$ cat src/rtl/hacd_comp_pkg.sv
// Shared definitions for the HACD page compressor and its matching decompressor.
// The line width comes from the AXI4 data-width macro, with 512 as the fallback.
`ifndef HACD_AXI4_DATA_WIDTH
`define HACD_AXI4_DATA_WIDTH 512
`endif

package hacd_comp_pkg;

    typedef enum logic [2:0] {
        ST_IDLE,
        ST_SCAN,
        ST_META,
        ST_SEL,
        ST_TRANSFER,
        ST_DONE,
        ST_BUS_ERROR
    } comp_state_e;

    localparam int LINES_PER_PAGE = 64;
    localparam int CHUNK_LINES    = 16;
    localparam int NUM_CHUNKS     = 4;
    localparam int META_ZVEC_LSB  = 0;
    localparam int META_ZVEC_W    = 4;
    localparam int LINE_CNT_W     = 7;

    // The compressed size depends on how many chunks carry data, i.e. how many bits are clear.
    function automatic logic [2:0] count_nonzero_chunks(input logic [NUM_CHUNKS-1:0] zvec);
        logic [2:0] n;
        n = '0;
        for (int i = 0; i < NUM_CHUNKS; i++) begin
            if (!zvec[i]) begin
                n = n + 3'd1;
            end
        end
        return n;
    endfunction

endpackage

$ cat src/rtl/hacd_zero_chunk_scan.sv
// Tracks which 16-line chunks of the page are entirely zero.
// Bits start at 1 and are knocked down by any non-zero line in that chunk.
module hacd_zero_chunk_scan
    import hacd_comp_pkg::*;
#(
    parameter int DATA_W = 512
) (
    input  logic                            clk_i,
    input  logic                            rst_i,
    input  logic                            clear_i,
    input  logic                            update_i,
    input  logic [$clog2(NUM_CHUNKS)-1:0]   chunk_idx_i,
    input  logic [DATA_W-1:0]               line_data_i,
    output logic [NUM_CHUNKS-1:0]           zero_chunk_vec_o
);

    logic [NUM_CHUNKS-1:0] zero_chunk_vec_q;
    logic [NUM_CHUNKS-1:0] zero_chunk_vec_d;

    always_comb begin
        zero_chunk_vec_d = zero_chunk_vec_q;
        if (clear_i) begin
            zero_chunk_vec_d = '1;
        end else if (update_i && (|line_data_i)) begin
            zero_chunk_vec_d[chunk_idx_i] = 1'b0;
        end
    end

    always_ff @(posedge clk_i or posedge rst_i) begin
        if (rst_i) begin
            zero_chunk_vec_q <= '1;
        end else begin
            zero_chunk_vec_q <= zero_chunk_vec_d;
        end
    end

    assign zero_chunk_vec_o = zero_chunk_vec_q;

endmodule

$ cat src/rtl/hacd_compressor.sv
// Compresses one 64-line page: scan for zero chunks, emit a metadata line,
// then copy only the non-zero chunks from the read FIFO to the write FIFO.
module hacd_compressor
    import hacd_comp_pkg::*;
#(
    parameter int FIFO_PTR_WIDTH = 6,
    parameter int DATA_W         = `HACD_AXI4_DATA_WIDTH
) (
    input  logic                      clk_i,
    input  logic                      rst_i,
    input  logic                      comp_start,
    output logic [13:0]               comp_size,
    output logic                      comp_done,
    output logic                      bus_err,
    output logic [FIFO_PTR_WIDTH-1:0] rdfifo_rdptr,
    output logic                      ld_rdfifo_rdptr,
    input  logic                      rdfifo_empty,
    output logic                      rd_req,
    input  logic [DATA_W-1:0]         rd_data,
    input  logic [1:0]                rd_rresp,
    input  logic                      rd_valid,
    input  logic                      wrfifo_full,
    output logic                      wr_req,
    output logic [DATA_W-1:0]         wr_data
);

    localparam int CHUNK_IDX_W = $clog2(NUM_CHUNKS);
    localparam int CHUNK_SHIFT = $clog2(CHUNK_LINES);
    localparam logic [LINE_CNT_W-1:0] LAST_SCAN_LINE  = LINE_CNT_W'(LINES_PER_PAGE - 1);
    localparam logic [LINE_CNT_W-1:0] LAST_CHUNK_LINE = LINE_CNT_W'(CHUNK_LINES - 1);

    comp_state_e                state_q, state_d;
    logic [LINE_CNT_W-1:0]      line_cnt_q, line_cnt_d;
    logic                       rd_pend_q, rd_pend_d;
    logic [NUM_CHUNKS-1:0]      chunk_done_q, chunk_done_d;
    logic [CHUNK_IDX_W-1:0]     cur_chunk_q, cur_chunk_d;
    logic [2:0]                 nz_cnt_q, nz_cnt_d;
    logic [13:0]                comp_size_q, comp_size_d;
    logic                       comp_done_q, comp_done_d;
    logic                       bus_err_q, bus_err_d;
    logic [FIFO_PTR_WIDTH-1:0]  rdptr_q, rdptr_d;
    logic                       ld_q, ld_d;
    logic                       rd_req_q, rd_req_d;
    logic                       wr_req_q, wr_req_d;
    logic [DATA_W-1:0]          wr_data_q, wr_data_d;

    logic [NUM_CHUNKS-1:0]      zero_chunk_vec;
    logic                       scan_clear;
    logic                       scan_update;
    logic                       sel_found;
    logic [CHUNK_IDX_W-1:0]     sel_idx;
    logic                       rd_ok, rd_good, rd_bad;
    logic                       can_read;

    hacd_zero_chunk_scan #(
        .DATA_W (DATA_W)
    ) u_zero_chunk_scan (
        .clk_i            (clk_i),
        .rst_i            (rst_i),
        .clear_i          (scan_clear),
        .update_i         (scan_update),
        .chunk_idx_i      (line_cnt_q[CHUNK_SHIFT +: CHUNK_IDX_W]),
        .line_data_i      (rd_data),
        .zero_chunk_vec_o (zero_chunk_vec)
    );

    // Responses are only honoured while a read is actually outstanding.
    assign rd_ok    = rd_valid && rd_pend_q;
    assign rd_good  = rd_ok && (rd_rresp == 2'b00);
    assign rd_bad   = rd_ok && (rd_rresp != 2'b00);
    assign can_read = !rdfifo_empty && !rd_pend_q && !ld_q;

    always_comb begin
        sel_found = 1'b0;
        sel_idx   = '0;
        for (int k = NUM_CHUNKS - 1; k >= 0; k--) begin
            if (!zero_chunk_vec[k] && !chunk_done_q[k]) begin
                sel_found = 1'b1;
                sel_idx   = CHUNK_IDX_W'(k);
            end
        end
    end

    always_ff @(posedge clk_i or posedge rst_i) begin
        if (rst_i) begin
            state_q <= ST_IDLE;
        end else begin
            state_q <= state_d;
        end
    end

    always_comb begin
        state_d = state_q;
        case (state_q)
            ST_IDLE: begin
                if (comp_start && !rdfifo_empty) begin
                    state_d = ST_SCAN;
                end
            end
            ST_SCAN: begin
                if (rd_bad) begin
                    state_d = ST_BUS_ERROR;
                end else if (rd_good && (line_cnt_q == LAST_SCAN_LINE)) begin
                    state_d = ST_META;
                end
            end
            ST_META: begin
                if (!wrfifo_full) begin
                    state_d = ST_SEL;
                end
            end
            ST_SEL: begin
                state_d = sel_found ? ST_TRANSFER : ST_DONE;
            end
            ST_TRANSFER: begin
                if (rd_bad) begin
                    state_d = ST_BUS_ERROR;
                end else if (rd_good && (line_cnt_q == LAST_CHUNK_LINE)) begin
                    state_d = ST_SEL;
                end
            end
            ST_DONE: begin
                if (!comp_start) begin
                    state_d = ST_IDLE;
                end
            end
            ST_BUS_ERROR: begin
                state_d = ST_BUS_ERROR;
            end
            default: begin
                state_d = ST_IDLE;
            end
        endcase
    end

    always_comb begin
        line_cnt_d   = line_cnt_q;
        chunk_done_d = chunk_done_q;
        cur_chunk_d  = cur_chunk_q;
        nz_cnt_d     = nz_cnt_q;
        rdptr_d      = rdptr_q;
        wr_data_d    = wr_data_q;
        ld_d         = 1'b0;
        rd_req_d     = 1'b0;
        wr_req_d     = 1'b0;
        scan_clear   = 1'b0;
        scan_update  = 1'b0;
        bus_err_d    = bus_err_q | rd_bad;

        case (state_q)
            ST_IDLE: begin
                scan_clear   = 1'b1;
                chunk_done_d = '0;
                nz_cnt_d     = '0;
                if (comp_start && !rdfifo_empty) begin
                    ld_d       = 1'b1;
                    rdptr_d    = '0;
                    line_cnt_d = '0;
                end
            end
            ST_SCAN: begin
                rd_req_d = can_read;
                if (rd_good) begin
                    scan_update = 1'b1;
                    line_cnt_d  = line_cnt_q + 1'b1;
                end
            end
            ST_META: begin
                if (!wrfifo_full) begin
                    wr_req_d = 1'b1;
                    wr_data_d = '0;
                    wr_data_d[META_ZVEC_LSB +: META_ZVEC_W] = zero_chunk_vec;
                    nz_cnt_d = count_nonzero_chunks(zero_chunk_vec);
                end
            end
            ST_SEL: begin
                if (sel_found) begin
                    ld_d        = 1'b1;
                    rdptr_d     = FIFO_PTR_WIDTH'(32'(sel_idx) * CHUNK_LINES);
                    cur_chunk_d = sel_idx;
                    line_cnt_d  = '0;
                end
            end
            ST_TRANSFER: begin
                // Full is checked before the read, the FIFO reserves a slot for the in-flight line.
                rd_req_d = can_read && !wrfifo_full;
                if (rd_good) begin
                    wr_req_d   = 1'b1;
                    wr_data_d  = rd_data;
                    line_cnt_d = line_cnt_q + 1'b1;
                    if (line_cnt_q == LAST_CHUNK_LINE) begin
                        chunk_done_d[cur_chunk_q] = 1'b1;
                    end
                end
            end
            default: begin
            end
        endcase

        rd_pend_d   = (rd_pend_q && !rd_ok) || rd_req_d;
        comp_done_d = (state_d == ST_DONE);
        comp_size_d = comp_done_d ? 14'((32'(nz_cnt_d) * CHUNK_LINES + 1) * (DATA_W / 8)) : 14'd0;
    end

    always_ff @(posedge clk_i or posedge rst_i) begin
        if (rst_i) begin
            line_cnt_q   <= '0;
            rd_pend_q    <= 1'b0;
            chunk_done_q <= '0;
            cur_chunk_q  <= '0;
            nz_cnt_q     <= '0;
            comp_size_q  <= '0;
            comp_done_q  <= 1'b0;
            bus_err_q    <= 1'b0;
            rdptr_q      <= '0;
            ld_q         <= 1'b0;
            rd_req_q     <= 1'b0;
            wr_req_q     <= 1'b0;
            wr_data_q    <= '0;
        end else begin
            line_cnt_q   <= line_cnt_d;
            rd_pend_q    <= rd_pend_d;
            chunk_done_q <= chunk_done_d;
            cur_chunk_q  <= cur_chunk_d;
            nz_cnt_q     <= nz_cnt_d;
            comp_size_q  <= comp_size_d;
            comp_done_q  <= comp_done_d;
            bus_err_q    <= bus_err_d;
            rdptr_q      <= rdptr_d;
            ld_q         <= ld_d;
            rd_req_q     <= rd_req_d;
            wr_req_q     <= wr_req_d;
            wr_data_q    <= wr_data_d;
        end
    end

    assign comp_size       = comp_size_q;
    assign comp_done       = comp_done_q;
    assign bus_err         = bus_err_q;
    assign rdfifo_rdptr    = rdptr_q;
    assign ld_rdfifo_rdptr = ld_q;
    assign rd_req          = rd_req_q;
    assign wr_req          = wr_req_q;
    assign wr_data         = wr_data_q;

endmodule

$ cat config.mk
export PLATFORM = sky130hd
export DESIGN_NAME = hacd_compressor
export DESIGN_NICKNAME = d
export VERILOG_FILES = /design/src/rtl/hacd_comp_pkg.sv /design/src/rtl/hacd_zero_chunk_scan.sv /design/src/rtl/hacd_compressor.sv
export SDC_FILE = /design/constraint.sdc
export NUM_CORES = 1
export LEC_CHECK = 0
export CAP_MARGIN = 20
export CORE_AREA = 2 2 414 416
export CTS_CLUSTER_SIZE = 14
export DETAILED_ROUTE_END_ITERATION = 6
export DIE_AREA = 0 0 416 418
export DONT_BUFFER_PORTS = 1
export GPL_TIMING_DRIVEN = 0
export MAX_ROUTING_LAYER = met4
export SKIP_LAST_GASP = 1
export SYNTH_ARGS = -nofsm -noshare
export SYNTH_HDL_FRONTEND = slang
export SYNTH_SLANG_ARGS = --single-unit
$ cat constraint.sdc
create_clock -name clk_i -period 19.63 [get_ports clk_i]
set_input_delay 0.9815 -clock clk_i [delete_from_list [all_inputs] [get_ports clk_i]]
set_output_delay 0.9815 -clock clk_i [all_outputs]
set_load 0.02 [all_outputs]
## Yosys cells after proc, flatten, opt, wreduce, memory -nomap -nowiden

Cells that the tools add are included.

- Add/subtract/negate cells: 5
- $lt $le $gt $ge: 4
- Equal/unequal tests: 15
- Mux-type cells: 58
- Bitwise logic cells: 4
- Reduce and logical (&&, ||, !) cells: 46

Operator list:

| operator | count |
|---|---|
| 512-bit two-way mux | 2 |
| 512-bit one-hot mux with 2 select lines | 1 |
| 512-bit OR reduction | 1 |
| 3-bit two-way mux | 17 |
| 7-bit two-way mux | 3 |
| 3-bit one-hot mux with 7 select lines | 1 |
| 7-bit one-hot mux with 3 select lines | 1 |
| 1-bit logical AND | 17 |
| 4-bit two-way mux | 4 |
| 1-bit two-way mux | 14 |
| 14-bit two-way mux | 1 |
| 1-bit zero test | 13 |
| 3-bit == test, second input constant | 4 |
| 6-bit two-way mux | 2 |
| 6-bit one-hot mux with 2 select lines | 1 |
| 2-bit inequality test, second input constant | 5 |
| 2-bit nonzero test | 5 |
| 3-bit by 1-bit adder with 3-bit output, second input constant | 3 |
| 3-bit AND reduction | 3 |
| 7-bit by 1-bit adder with 8-bit output, second input constant | 1 |
| 2-bit two-way mux | 4 |
| 4-bit one-hot mux with 2 select lines | 1 |
| 7-bit by 1-bit adder with 7-bit output, second input constant | 1 |
| 7-bit by 4-bit == test with 1-bit output, second input constant | 1 |
| other kinds (20) | 26 |

- Register bits after elaboration: 561
- Output and inout bits: 537

## Depth between registers and ports, before layout

Gate-level depths: netlist (run 1).

- Word-level depth: 17
- Gate-level depth with buffers: 11
- Depth with buffers taken out: 10

## By module

From an unflattened synthesis (run 1), not the netlist that was laid out.

- Cells, all modules: 1,525
- Area, all modules: 21,204.1 µm²

By module, submodules not included:

| module | times used | cells each | area an instance (µm²) | sequential area each (µm²) |
|---|---|---|---|---|
| hacd_compressor | 1 | 1,340 | 19,952.9 | 13,563.0 |
| hacd_zero_chunk_scan | 1 | 185 | 1,251.2 | 105.1 |

## Worst setup path after synthesis (run 1)

No wires, ideal clock.

- Path type: input to register
- Start: input port rd_rresp[0]
- End: register line_cnt_q[5]
- Library setup time: 0.077 ns
- Arrival: 2.506 ns
- Path slack: 17.047 ns
- Stages on the path: 8
- Buffers on the path: 2
- Path through: nand4bb_1 -> buf_2 -> mux2_2 -> o22a_1 -> o22a_1 -> buf_6 -> or3_1 -> a21oi_1

- Cells in the longest elaborated chain, start to end: 4

RTL lines:

| what | RTL line | source |
|---|---|---|
| start: declaration | hacd_compressor.sv:20 | `input logic [1:0] rd_rresp,` |
| 2-bit zero test | hacd_compressor.sv:69 | `assign rd_good = rd_ok && (rd_rresp == 2'b00);` |
| 1-bit logical AND | hacd_compressor.sv:69 |  |
| 2-bit by 1-bit inequality test with 1-bit output (no source line) | - |  |
| 4-bit AND reduction (no source line) | - |  |
| end signal: assignment | hacd_compressor.sv:221 | `line_cnt_q <= line_cnt_d;` |
| end: declaration | hacd_compressor.sv:33 | `logic [LINE_CNT_W-1:0] line_cnt_q, line_cnt_d;` |

Every way passes these cells.
A chain may end at the register's enable or synchronous reset.

## Final worst setup path (run 1)

- Start: register state_q[1]
- End: register wr_data_q[250], in the netlist wr_data[250]

- Cells in the longest elaborated chain, start to end: 3
- Elaborated cells on any way between the ends: 7
- Those cells by class: 4 x eq/ne; 1 x mux; 2 x reduce/logical

RTL lines:

| what | RTL line | source |
|---|---|---|
| start: declaration | hacd_compressor.sv:32 | `comp_state_e state_q, state_d;` |
| start signal: assignment | hacd_compressor.sv:88 | `state_q <= state_d;` |
| 3-bit by 2-bit == test with 1-bit output / 3-bit == test (equally long branches) | hacd_compressor.sv:150 | `case (state_q)` |
| 2-bit inequality test (no source line) / 2-bit nonzero test (equally long branches) | - |  |
| 3-bit AND reduction (no source line) | - |  |
| end signal: assignment | hacd_compressor.sv:233 | `wr_data_q <= wr_data_d;` |
| end: declaration | hacd_compressor.sv:45 | `logic [DATA_W-1:0] wr_data_q, wr_data_d;` |

Parallel ways exist; a longest one is shown, timed or not.

==> results of run 1 <==
[path summary, 6_finish.rpt]
path                            cells past startpoint                   endpoint
worst max-delay path                                8   wr_data[250]$_DFFE_PP0P_
worst min-delay path                                1   wr_data[295]$_DFFE_PP0P_
worst max register to register                      8   wr_data[250]$_DFFE_PP0P_
worst min register to register                      2  line_cnt_q[1]$_DFFE_PP0P_
max in group asynchronous                           4    wr_data[25]$_DFFE_PP0P_
min in group clk_i                                  2   wr_data[281]$_DFFE_PP0P_
[worst register-to-register path, stage by stage (launching register included)]
cell and delay, ns:
sky130_fd_sc_hd__dfrtp_1 0.38, sky130_fd_sc_hd__clkbuf_1 0.21, sky130_fd_sc_hd__nor2_1 0.34, sky130_fd_sc_hd__and2_1 0.17, sky130_fd_sc_hd__clkbuf_2 0.52, sky130_fd_sc_hd__clkbuf_1 0.66, sky130_fd_sc_hd__clkbuf_1 0.75, sky130_fd_sc_hd__nand3_1 0.47
sky130_fd_sc_hd__nand2_1 0.19
[state kept, by name, summed over array words and instances, names as in the netlist]
name / cells
wr_data: 512
line_cnt_q: 7
chunk_done_q: 4
comp_size: 4
u_zero_chunk_scan.zero_chunk_vec_o: 4
nz_cnt_q: 3
state_q: 3
cur_chunk_q: 2
rdfifo_rdptr: 2
bus_err: 1
ld_rdfifo_rdptr: 1
rd_pend_q: 1
rd_req: 1
wr_req: 1
[cell usage after synthesis (5+ instances only)]
master | count | share of area
sky130_fd_sc_hd__o21ai_0 | 11 | 0.0024
sky130_fd_sc_hd__buf_4 | 15 | 0.0049
sky130_fd_sc_hd__a22o_1 | 6 | 0.0023
sky130_fd_sc_hd__or3_1 | 5 | 0.0014
sky130_fd_sc_hd__nor2_1 | 20 | 0.0033
sky130_fd_sc_hd__buf_2 | 28 | 0.0061
sky130_fd_sc_hd__a21oi_1 | 8 | 0.0018
sky130_fd_sc_hd__clkbuf_1 | 146 | 0.024
sky130_fd_sc_hd__nand2_1 | 1042 | 0.17
sky130_fd_sc_hd__nand3_1 | 512 | 0.11
sky130_fd_sc_hd__nand2b_1 | 10 | 0.0027
sky130_fd_sc_hd__nor3_1 | 6 | 0.0013
sky130_fd_sc_hd__dfrtp_1 | 542 | 0.59
sky130_fd_sc_hd__inv_1 | 10 | 0.0016
sky130_fd_sc_hd__nand4_1 | 34 | 0.0093
sky130_fd_sc_hd__nor4_1 | 137 | 0.037
[metrics by stage]
stage,hold slack [ns],utilization
global route,0.153,0.170
global placement,0.483,0.152
detailed placement,0.507,0.154
floorplan,0.462,-
CTS,0.132,0.169
finish,0.155,0.170
[power breakdown]
| part | internal (uW) | switching, uW | total (uW) | leakage [uW] |
|---|---|---|---|---|
| clock | 856 | 598 | 1450 | 0.00125 |
| sequential | 1520 | 1070 | 2590 | 0.00748 |
| combinational | 217 | 703 | 920 | 0.00525 |
[cells by family (layout without fill, tap and decap cells)]
family / after synthesis / after routing / synth area share
DFF: 546 / 546 / 0.597
buffers and inverters: 205 / 357 / 0.0380
and+or+nand+nor: 1781 / 1781 / 0.343
other: 1 / 51 / 0.000164
adders and majority gates: 4 / 4 / 0.00219
AOI/OAI and AO/OA: 54 / 54 / 0.0166
muxes: 3 / 3 / 0.00142
xor gates and xnor gates: 3 / 3 / 0.00115
[area by class of cell]
class,instances,area share
Clock inverter,45,0.0185
Tap cell,2218,0.0968
Sequential cell,546,0.477
Multi-Input combinational cell,1859,0.294
Antenna cell,37,0.00323
Buffer,194,0.0290
Clock buffer,90,0.0713
Timing Repair Buffer,17,0.00851
Inverter,11,0.00170
[layer usage]
| metal | GRT usage | up-vias | part of all wire | routed length [um] |
|---|---|---|---|---|
| met5 | - | - | 0 | 0 |
| met4 | 0.0682 | 0 | 0.036 | 5770 |
| met3 | 0.102 | 237 | 0.14 | 23300 |
| met2 | 0.288 | 1310 | 0.47 | 75500 |
| met1 | 0.191 | 10800 | 0.35 | 56000 |
| li1 | - | 8964 | - | - |
==> reports/summary.txt, run 1 <==
Status - complete, no violations
Cell area reported after detailed placement - 26,000 um2
CTS sink cnt - 546
Endpoint type of the worst setup path - flip-flop
Share of layout cells above drive strength 1 - 0.0771
1st-pass router iterations - 5
Worst reg2reg startpoint - state_q[1]$_DFF_PP0_
First-pass GRT wire length - 205 mm
Vias in the first global route - 20,700
Path type of the worst setup path - flip-flop to flip-flop
Proportion of synthesized chip area in sequential cells - 0.597
Number of buffers inserted by port buffering - 0
Drt via density - 4.26
Overflow after GRT - 0
Total power per unit cell area - 173 nW/um2
Standard-cell rows - 151
Root buffer cell - sky130_fd_sc_hd__clkbuf_16
Final worst setup slack - 15.86 ns
Total track usage - 0.183
Maximum clock frequency - 265 MHz
Final min period - 3.77 ns
Kind of cell with the highest combined delay on the critical path - buffers and inverters
Final Setup Violations - 0
Count of buffers added by post-CTS timing repair for setup - 0
Ports - 1,057
Cell repeated most along the worst path - sky130_fd_sc_hd__clkbuf_1
Max-slew violation total from the final report - 0
Required time of the critical path - 20.24 ns
Final HPWL DP - 137 mm
Number of different library cells in the post-synthesis netlist - 48
Cells traversed along the worst timing path - clkbuf_1, nor2_1, and2_1, clkbuf_2, clkbuf_1, clkbuf_1, nand3_1, nand2_1
Maximum net fanout on the critical path - 10
Count of state elements after synthesis - 546
Setup Total Neg Slack - 0 ns
Hold Vio Cnt, Final - 0
Post-Syn Instances - 2,597
Crit path from - state_q[1]$_DFF_PP0_
Peak ir drop on the vdd network - 0.0755 mV
Leading cell types in the layout, fill and taps excluded - sky130_fd_sc_hd__nand2_1, sky130_fd_sc_hd__dfrtp_1, sky130_fd_sc_hd__nand3_1
Worst reg-to-reg setup slack - 15.86 ns
Mean cell area of the mapped netlist - 8.81 um2
RePlAce Congestion - 1.10
Starting Density - 0.135
Non-filler instance count after layout - 5,017
Die H - 418 um
Initial antenna violation count - 27
Number of synthesized flops with an enable pin - 0
Final nets - 3,228
Pin count of the biggest net entering global routing - 116
Detail Route Antenna Nets - 0
Total detailed-routing wirelength - 161 mm
Maximum cell stage delay along the critical path - 0.75 ns
Measured slew at the worst slew-check pin - 1.09 ns
Fill cell count - 19,000
Maximum root-to-sink buffer count - 3
Count of yosys warnings during synthesis - 0
Violation count after the first detailed-route iteration - 2,157
DRC violation count after routing - 0
Part of the cycle the worst path needs - 0.192
Library cell contributing the largest single delay on the critical path - sky130_fd_sc_hd__clkbuf_1
CTS tree - built
Max Clock Skew - 0.0307 ns
Layout Area Growth over Synthesis - 25.3%
Post-route cell area - 28,700 um2
Deepest level of the CTS H-tree - 3
CTS Buf Count - 75
Cell area after technology mapping - 22,900 um2
Total core area - 169,000 um2
Max-cap viol count - 0
RSZ-0062 raised after global routing - no
CTS resizes - 0
Crit path DAT - 4.38 ns
Placement-stage worst setup slack - 14.96 ns
Multi-input logic area - 8440 um2
Number of buffer and inverter instances along the worst setup path - 4
Overall via count from detail_route - 21,400
Fraction of registers with async set or reset after synthesis - 1.00
Register area - 13,700 um2
Overall Power - 4960 uW
Kind of launch point of the worst setup path - flip-flop
Die width - 416 um
Worst-Skew Late Latency - 0.70 ns
Worst-path clk slew - 0.06 ns
Kind of path behind the tightest hold check - input pin to asynchronous set/reset pin
Routed length per instance - 32.0 um
Leak - 0.0140 uW
Most frequent standard cell in the layout excluding fill and tap cells - sky130_fd_sc_hd__nand2_1
Dominant register cell in the synthesized netlist - sky130_fd_sc_hd__dfrtp_1
Cells after DPL - 4,843
Overall die area - 174,000 um2
Hold-fix buffer count after cts - 0
Worst rel slew slack - 0.268
No activity file was read; power rests on OpenSTA's default activity.
==> run 2: changes to the inputs <==
Settings changed: ABC_AREA from default to 1, CORE_AREA 2 2 414 416 to 2 2 408 410, DIE_AREA 0 0 416 418 to 0 0 410 412.
Clock period 19.63 ns to 3.1 ns, I/O delays scaled along.
==> run 2 against run 1 <==
The flow now finishes with violations (DRC). Sequential share of layout area fell by 8.8 points. Die area fell by 2.9%. Worst setup slack got worse by 16 ns. Cell count rose by 16%. Critical path type unchanged.
==> reports/summary.txt, run 2 <==
Peak ir drop on the vdd network - 0.667 mV (+780%)
Post-route cell area - 35,200 um2 (+23%)
Total detailed-routing wirelength - 156 mm (-3.0%)
Area fraction of the dominant cell type after synthesis - 0.557 (-0.0363)
Starting Density - 0.148 (+0.0131)
Most frequent standard cell in the layout excluding fill and tap cells - sky130_fd_sc_hd__inv_1
Leak - 0.0153 uW (+9.4%)
Overall die area - 169,000 um2 (-2.9%)
Number of synthesized flops with an enable pin - 0 (unchanged)
Hold slack - 0.0643 ns (-0.0911 ns)
Root buffer cell - sky130_fd_sc_hd__clkbuf_16
Cell area reported after detailed placement - 27,500 um2 (+5.9%)
Drt via density - 4.33 (+1.8%)
Post-Syn Instances - 2,884 (+11%)
Final min period - 2.97 ns (-0.793 ns)
Dominant register cell in the synthesized netlist - sky130_fd_sc_hd__dfrtp_1
Worst-path clk slew - 0.06 ns (about the same)
Ports - 1,057 (unchanged)
RePlAce Congestion - 1.06 (-3.5%)
Register area - 13,700 um2 (unchanged)
Maximum clock frequency - 336 MHz (+27%)
Violation count after the first detailed-route iteration - 2,801 (+30%)
Share of layout cells above drive strength 1 - 0.0702 (-0.00693)
Required time of the critical path - 3.67 ns (-16.57 ns)
Routed length per instance - 26.9 um (-16%)
Count of yosys warnings during synthesis - 0 (unchanged)
Max-cap viol count - 0 (unchanged)
Multi-input logic area - 7600 um2 (-9.9%)
Overall via count from detail_route - 25,100 (+18%)
Maximum root-to-sink buffer count - 3 (unchanged)
Flip-flop count of the largest register after layout - 512 (unchanged)
Commonest cells in the synthesized netlist - sky130_fd_sc_hd__inv_1, sky130_fd_sc_hd__dfrtp_1, sky130_fd_sc_hd__nand3_1
Switching power total - 16,200 uW (+580%)
Fraction of registers with async set or reset after synthesis - 1.00 (unchanged)
Power share of the clock group - 0.251 (-0.042)
Power share of the sequential group - 0.567 (+0.045)
Maximum net fanout on the critical path - 10 (unchanged)
Final nets - 4,032 (+25%)
Crit path DAT - 3.55 ns (-0.83 ns)
Endpoint type of the worst setup path - flip-flop
Die H - 412 um (-1.4%)
P_int - 17,700 uW (+580%)
First-pass GRT wire length - 208 mm (+1.1%)
CTS tree - built
Maximum cell stage delay along the critical path - 0.65 ns (-0.10 ns)
Area leader, netlist - sky130_fd_sc_hd__dfrtp_1
Final HPWL DP - 117 mm (-15%)
Max Clock Skew - 0.0316 ns (+0.000889 ns)
Most frequently used cell type in the post-synthesis netlist - sky130_fd_sc_hd__inv_1
Cell area after technology mapping - 24,400 um2 (+6.5%)
Total power per unit cell area - 963 nW/um2 (+460%)
Net switching fraction of the power - 0.477 (-0.00101)
Part of the total power dissipated in combinational logic - 0.182 (-0.003)
Pin count of the biggest net entering global routing - 43 (-63%)
1st-pass router iterations - 7 (+2)
Worst-Skew Late Latency - 0.66 ns (-0.04 ns)
Fill cell count - 17,900 (-5.8%)
Total core area - 164,000 um2 (-2.9%)
Deepest level of the CTS H-tree - 3 (unchanged)
Violations in the final reports - DRC
Hold Vio Cnt, Final - 0 (unchanged)
CTS sink cnt - 546 (unchanged)
DRC violation count after routing - 2 (+2)
Number of buffers inserted by port buffering - 0 (unchanged)
Library cell contributing the largest single delay on the critical path - sky130_fd_sc_hd__clkbuf_1
Detail Route Antenna Nets - 0 (unchanged)
Vias in the first global route - 24,900 (+20%)
Kind of path behind the tightest hold check - input pin to asynchronous set/reset pin
CTS Buf Count - 71 (-5.3%)
Total track usage - 0.182 (-0.00118)
Proportion of synthesized chip area in sequential cells - 0.561 (-0.0366)
Status - complete, but fails checks
Path type of the worst setup path - flip-flop to flip-flop
Measured slew at the worst slew-check pin - 1.03 ns (-0.0534 ns)
Mean cell area of the mapped netlist - 8.45 um2 (-4.1%)
Kind of cell with the highest combined delay on the critical path - buffers and inverters
Overflow after GRT - 0 (unchanged)
Final Setup Violations - 0 (unchanged)
Count of state elements after synthesis - 546 (unchanged)
Max-slew violation total from the final report - 0 (unchanged)
Cell types occupying the most area after synthesis - sky130_fd_sc_hd__dfrtp_1, sky130_fd_sc_hd__nand3_1, sky130_fd_sc_hd__inv_1, sky130_fd_sc_hd__o21ai_0, sky130_fd_sc_hd__nor2_1
Layout Area Growth over Synthesis - 44.3%
Kind of launch point of the worst setup path - flip-flop
Number of buffer and inverter instances along the worst setup path - 3 (-1)
Number of different library cells in the post-synthesis netlist - 34 (-29%)
Die width - 410 um (-1.4%)
Part of the cycle the worst path needs - 0.960 (+0.768)
Initial antenna violation count - 32 (+19%)
Leading cell types in the layout, fill and taps excluded - sky130_fd_sc_hd__inv_1, sky130_fd_sc_hd__dfrtp_1, sky130_fd_sc_hd__nand3_1
Standard-cell rows - 149 (-1.3%)
Cells traversed along the worst timing path - nor2_1, nand2_2, inv_2, clkbuf_2, clkbuf_1, nand3_1, o21ai_1
Worst rel slew slack - 0.308 (+0.0397)
==> run 2: final timing paths <==
path                            slack, ns            startpoint  cells past startpoint                       end
worst min register to register       0.49  state_q[1]$_DFF_PP0_                      1      state_q[2]$_DFF_PP0_
worst max-delay path                 0.13  state_q[0]$_DFF_PP0_                      7  wr_data[398]$_DFFE_PP0P_
worst min-delay path                 0.06                 rst_i                      2   wr_data[43]$_DFFE_PP0P_
max in group asynchronous            0.87                 rst_i                      8      state_q[0]$_DFF_PP0_
min in group clk_i                   0.12           rd_rresp[0]                      3         bus_err$_DFF_PP0_
worst max register to register       0.13  state_q[0]$_DFF_PP0_                      7  wr_data[398]$_DFFE_PP0P_
==> run 2: logic make-up after synthesis <==
logic type / after synthesis / share of synthesized area
XOR/XNOR: 1 / 0.000359
buffers and inverters: 765 / 0.129
AND/OR/NAND/NOR: 1013 / 0.192
flip-flops: 546 / 0.561
AO/OA/AOI/OAI: 554 / 0.116
other: 1 / 0.000154
adder cells (fa/ha/maj): 4 / 0.00205
==> run 2: power by group through the flow <==
stage                     clock, uW  sequential, uW  combinational (uW)
after floorplan                   0           16500                3890
after detailed placement          0           19100                5360
after global placement            0           19200                5100
after global routing           8900           19300                7030
final                          8500           19200                6160
after CTS                      8670           19100                6100
==> run 2: per-stage QoR <==
stage                     worst slack (ns)  setup TNS (ns)  instances  total power, uW  utilization
final                                0.125               0       5796            33900        0.214
after global routing               -0.0242         -0.0434       5787            35200        0.214
after CTS                          0.00150               0       5751            33900        0.213
after detailed placement            -0.460           -5.44       5104            24500        0.168
after global placement               -8.25        -4484.78       5086            24300        0.165
after floorplan                      -4.48        -2437.55       2897            20400            -
==> run 2: area by class of cell <==
cell class,count,area share
clock inverters,25,0.00857
plain buffers,185,0.0280
multi-input cells,1586,0.216
well taps,2189,0.0779
clock buffers,102,0.0573
diodes,45,0.00320
inverters,580,0.0620
repair buffers,538,0.158
flip-flops and latches,546,0.389
==> run 2: repair_timing <==
action / in CTS / in global routing
pin swaps: 0 / 0
gates resized for setup: 5 / 9
setup buffers: 0 / 0
gates cloned: 0 / 0
hold endpoints to repair: 629 / 0
endpoints found under the setup margin: 28 / 37
hold buffers: 520 / 0
==> run 2: worst reg2reg max path, cell delays in order (launching register included) <==
cell                       delay, ns
sky130_fd_sc_hd__dfrtp_1        0.42
sky130_fd_sc_hd__nor2_1         0.18
sky130_fd_sc_hd__nand2_2        0.16
sky130_fd_sc_hd__inv_2          0.41
sky130_fd_sc_hd__clkbuf_2       0.49
sky130_fd_sc_hd__clkbuf_1       0.66
sky130_fd_sc_hd__nand3_1        0.38
sky130_fd_sc_hd__o21ai_1        0.19
==> run 2: layer usage <==
metal | GRT usage | part of all wire
met5 | - | 0
met4 | 0.0829 | 0.054
met3 | 0.0730 | 0.12
met2 | 0.273 | 0.44
met1 | 0.212 | 0.39
